File: config.mk
export PLATFORM = sky130hd
export DESIGN_NAME = input_filter_channel
export DESIGN_NICKNAME = d
export VERILOG_FILES = /design/src/rtl/filter_pkg.sv /design/src/rtl/bit_sync.sv /design/src/rtl/input_filter_channel.sv
export SDC_FILE = /design/constraint.sdc
export NUM_CORES = 1
export LEC_CHECK = 0
export BUFFER_PORTS_ARGS = -buffer_cell sky130_fd_sc_hd__buf_2
export CAP_MARGIN = 20
export CORE_AREA = 2 2 39 41
export CTS_CLUSTER_DIAMETER = 150
export CTS_CLUSTER_SIZE = 10
export DETAILED_ROUTE_END_ITERATION = 12
export DIE_AREA = 0 0 41 43
export SYNTH_ARGS = -nofsm -noshare
export SYNTH_HDL_FRONTEND = slang
export SYNTH_SLANG_ARGS = --single-unit
File: constraint.sdc
create_clock -name clk_i -period 1.95 [get_ports clk_i]
set_clock_uncertainty 0.15 [all_clocks]
set_input_delay 0.39 -clock clk_i [delete_from_list [all_inputs] [get_ports clk_i]]
set_output_delay 0.39 -clock clk_i [all_outputs]
set_load 0.005 [all_outputs]
File: src/rtl/filter_pkg.sv
// Shared types and constants for the input filter channel.
// Edge-select codes, FSM encoding and the window counter width.
package filter_pkg;

    localparam int WIN_W = 4;

    localparam logic [1:0] FT_NONE = 2'b00;
    localparam logic [1:0] FT_RISE = 2'b01;
    localparam logic [1:0] FT_FALL = 2'b10;
    localparam logic [1:0] FT_BOTH = 2'b11;

    typedef enum logic {
        IDLE = 1'b0,
        QUAL = 1'b1
    } state_e;

    // True when an update to new_lvl is an edge selected by ftype.
    function automatic logic edge_match(input logic new_lvl,
                                        input logic [1:0] ftype);
        logic rise_ok;
        logic fall_ok;
        rise_ok = (ftype == FT_RISE) || (ftype == FT_BOTH);
        fall_ok = (ftype == FT_FALL) || (ftype == FT_BOTH);
        return new_lvl ? rise_ok : fall_ok;
    endfunction

endpackage

File: src/rtl/bit_sync.sv
// Resettable multi-flop synchronizer for one asynchronous bit.
// Pure shift chain: nothing sits between the flops.
module bit_sync #(
    parameter int   STAGES  = 2,
    parameter logic RST_VAL = 1'b0
) (
    input  logic clk_i,
    input  logic rstn_i,
    input  logic d_i,
    output logic q_o
);

    logic [STAGES-1:0] sync_q;
    logic [STAGES-1:0] sync_d;

    always_comb begin
        sync_d = {sync_q[STAGES-2:0], d_i};
    end

    always_ff @(posedge clk_i or negedge rstn_i) begin
        if (!rstn_i) begin
            sync_q <= {STAGES{RST_VAL}};
        end else begin
            sync_q <= sync_d;
        end
    end

    assign q_o = sync_q[STAGES-1];

endmodule

File: src/rtl/input_filter_channel.sv
// Single-channel deglitch filter with qualified-edge interrupt pulse.
// A new level is accepted only after W+1 consecutive differing samples.
module input_filter_channel
    import filter_pkg::*;
#(
    parameter int   SYNC_STAGES = 2,
    parameter logic RST_VAL     = 1'b0
) (
    input  logic             clk_i,
    input  logic             rstn_i,
    input  logic             data_i,
    input  logic [1:0]       filter_type_i,
    input  logic [WIN_W-1:0] window_size_i,
    input  logic             int_en_i,
    output logic             data_o,
    output logic             int_pulse_o
);

    logic             s;
    logic             upd;
    state_e           state_q;
    state_e           state_d;
    logic [WIN_W-1:0] cnt_q;
    logic [WIN_W-1:0] cnt_d;
    logic             data_q;
    logic             data_d;
    logic             pulse_q;
    logic             pulse_d;

    bit_sync #(
        .STAGES  (SYNC_STAGES),
        .RST_VAL (RST_VAL)
    ) u_sync (
        .clk_i  (clk_i),
        .rstn_i (rstn_i),
        .d_i    (data_i),
        .q_o    (s)
    );

    always_comb begin
        state_d = state_q;
        cnt_d   = cnt_q;
        data_d  = data_q;
        pulse_d = 1'b0;
        upd     = 1'b0;
        unique case (state_q)
            IDLE: begin
                if (s == data_q) begin
                    cnt_d = '0;
                end else if (window_size_i == '0) begin
                    upd = 1'b1;
                end else begin
                    state_d = QUAL;
                    cnt_d   = 4'd1;
                end
            end
            QUAL: begin
                if (s == data_q) begin
                    state_d = IDLE;
                    cnt_d   = '0;
                // >= lets a shrunken window finish on the next sample
                end else if (cnt_q >= window_size_i) begin
                    upd     = 1'b1;
                    state_d = IDLE;
                    cnt_d   = '0;
                end else begin
                    cnt_d = cnt_q + 4'd1;
                end
            end
        endcase
        if (upd) begin
            data_d  = s;
            pulse_d = int_en_i && edge_match(s, filter_type_i);
        end
    end

    always_ff @(posedge clk_i or negedge rstn_i) begin
        if (!rstn_i) begin
            state_q <= IDLE;
            cnt_q   <= '0;
            data_q  <= RST_VAL;
            pulse_q <= 1'b0;
        end else begin
            state_q <= state_d;
            cnt_q   <= cnt_d;
            data_q  <= data_d;
            pulse_q <= pulse_d;
        end
    end

    assign data_o      = data_q;
    assign int_pulse_o = pulse_q;

endmodule

==> flow_summary_export.csv <==
group,metric,value,unit
critical_path,crit_path_max_fanout,4,
sta,fmax,0.532,GHz
floorplan,fp.dieArea,0.00176,sq mm
pwr,cellPowerDensity,1050,mW/mm^2
logic_synthesis,synthCells,47,
critical_path,cp.arrival,1.87,ns
sta,period_minus_slack,1.88,ns
logic_synthesis,yosys_warnings,0,
route,drc,0,
sta,slew_viol_final,0,
critical_path,reg2reg_slack,0.07,ns
critical_path,timing.critical_path.required,1.94,ns
clocking,worstSkewPairLatency,0.26,ns
finish,layoutNonFillerInstCount,88,
place,placed_cells,83,
sta,worstMarginPinSlew,0.432,ns
grt,grt_overflow,0,
grt,grt_max_degree,10,
place,hpwl,839,microns
logic_synthesis,syn-num-nets,62,
sta,fin_crit_sh,96.5,%
clocking,ctsHtreeMaxLevel,1,
route,viasPerCell,5.20,
route,ant_nets,0,
critical_path,reg2reg_from,"cnt_q[3]",
finish,syn_to_final_growth,40.2,%
critical_path,max_stage_delay,0.42,ns
critical_path,reg2reg_depth,5,
logic_synthesis,synth_area_per_cell,11.0,sq um
logic_synthesis,ys_types,26,
grt,grt_first_pass_wirelength,1660,microns
clocking,cts_made_buffers,3,
critical_path,path_class,"flop to flop",
critical_path,startpoint,"cnt_q[3]",
pwr,ir_drop,0.616,mV
sta,worst_slack,0.0688,ns
floorplan,die_y,43,microns
grt,track_usage,13.9,%
sta,rsz0062_at_grt,"true",
route,routed_wl,1120,microns
place,pre_cts_ws,-0.110,ns
grt,antenna_found_initial,0,
finish,insertedDiodeCount,0,
clocking,postCtsSetupBuffers,0,
critical_path,worst_path_max_delay_cell,"dfrtp_1",
finish,nets,88,
clocking,ctsRootBufferMaster,"clkbuf_4",
route,dr_total_vias,458,
floorplan,initial_core_util,37.5,%
critical_path,r2r-end,"data_o",
logic_synthesis,ys_ff_latch,9,
job,drv_cap,0,
floorplan,core.rowCount,14,
clocking,cts_tree,"done",
floorplan,core-area,0.00138,sq mm
place,port_buffers,11,
floorplan,dieWidth,41,microns
pwr,power_leakage,0.368,nW
sta,relSlewSlack,70.9,%
logic_synthesis,ys_seq_area_share,43.4,%
clocking,clk_pin_slew,0.06,ns
route,routedWlPerCell,12.8,microns
sta,setup_viol,0,
finish,drive_gt1_share,44.4,%
hold_path,worstHoldPathType,"input pin to flop",
route,drtIter0Drc,2,
route,drt_pass1_iterations,2,
run_status,status,"finished, final reports clean",
sta,finalHoldViolations,0,
logic_synthesis,netlist_area,519,sq um
critical_path,critPathLaunchType,"flop",
grt,grt_pass1_vias,446,
place,gp_congestion,0.717,
clocking,clk_path_buf_depth,2,
clocking,cts.sinks,9,
floorplan,ioPinCount,12,
critical_path,path_cells,"ha_4, o211ai_1, o211ai_1, o21a_1, mux2_4",
critical_path,crit_top_cell,"o211ai_1",
critical_path,cp-endpoint,"data_o",
critical_path,setup.worst_path.end_class,"flop",
==> sequential cells by signal (all words and copies together) (netlist names) <==
signal and count:
state_q 1, u_sync.sync_q 2, int_pulse_o 1, data_o 1
cnt_q 4
==> synthesized netlist by cell type (all sizes together) <==
cell type,number,area [sq um]
dfrtp,9,225
ha,5,62.6
inv,4,15.0
nand2,3,11.3
nor2,3,11.3
a221o,2,20.0
nor3,2,21.3
o211ai,2,15.0
a22o,1,8.76
and2b,1,7.51
and3,1,6.26
mux2,1,11.3
nand3,1,5.00
nand3b,1,7.51
nor2b,1,6.26
nor3b,1,7.51
nor4,1,6.26
nor4b,1,8.76
o21a,1,7.51
o21ai,1,5.00
o31ai,1,7.51
o32ai,1,8.76
or2,1,6.26
or4,1,11.3
xnor2,1,16.3
==> routing by layer <==
metal	track usage, %	wire length [microns]	up-vias
met4	8.00	27	0
met1	15.5	461	216
li1	-	-	230
met3	1.57	38	4
met5	0	0	-
met2	23.4	597	8
==> metrics by stage <==
step / area (sq um) / TNS, ns / power, mW / utilization (%) / hold slack [ns]
2_1_floorplan: 519 / 0 / 0.460 / - / -0.0556
3_3_place_gp: 662 / -0.0994 / 0.571 / 47.8 / 0.102
3_5_place_dp: 662 / -0.213 / 0.582 / 47.8 / 0.105
4_1_cts: 699 / 0 / 0.730 / 50.5 / 0.0747
5_1_grt: 728 / -0.113 / 0.823 / 52.6 / 0.0680
6_report: 728 / 0 / 0.763 / 52.6 / 0.0866
==> logic make-up after synthesis <==
kind of cell               after synthesis  share of synthesized area (%)
AOI/OAI and AO/OA                        9                           14.0
xor gates and xnor gates                 1                           3.13
adders and majority gates                5                           12.0
buffers and inverters                    4                           2.89
DFF                                      9                           43.4
muxes                                    1                           2.17
and+or+nand+nor                         18                           22.4
==> cell type report <==
class	count	area (sq um)
clock buffer	3	22.5
inverter	4	15.0
clock inverter	1	5.00
sequential	9	225
multi-input combinational	34	308
fill	132	656
tap	16	20.0
timing repair buffer	21	133
==> worst min path at each step <==
stage,start,endpoint,depth (start not counted)
6_report,data_i,u_sync.sync_q[0],1
5_1_grt,data_i,u_sync.sync_q[0],1
4_1_cts,data_i,u_sync.sync_q[0],1
3_5_place_dp,rstn_i,cnt_q[2],1
3_3_place_gp,rstn_i,cnt_q[2],1
2_1_floorplan,rstn_i,cnt_q[0],0
==> power breakdown <==
| group | total (mW) | leakage, nW | switching (mW) | internal (mW) |
|---|---|---|---|---|
| clock network | 0.139 | 0.0177 | 0.0637 | 0.0755 |
| registers | 0.284 | 0.115 | 0.0528 | 0.231 |
| logic | 0.340 | 0.236 | 0.158 | 0.182 |
==> worst max-delay path: cells and delay by family (launching register included) <==
| kind | cells | cell delay, ns |
|---|---|---|
| DFF | 1 | 0.42 |
| AOI/OAI and AO/OA | 3 | 0.61 |
| muxes | 1 | 0.32 |
| adders and majority gates | 1 | 0.28 |
==> cell usage in the layout, fill, tap and decap left out, types with 2 or more instances in the layout <==
master / Yosys / layout
buf_2: 0 / 11
ha_1: 5 / 4
inv_1: 4 / 4
nand2_1: 3 / 3
nor2_1: 3 / 3
o211ai_1: 2 / 2
a221o_1: 2 / 2
buf_4: 0 / 9
clkbuf_4: 0 / 3
dfrtp_1: 9 / 9
==> repair_timing <==
item | CTS | global route
gates resized for setup | 0 | 4
hold buffers | 1 | 0
setup endpoints to repair | 0 | 5
hold endpoints to repair | 9 | 0
Note: power is estimated with default switching activity, not from simulation.
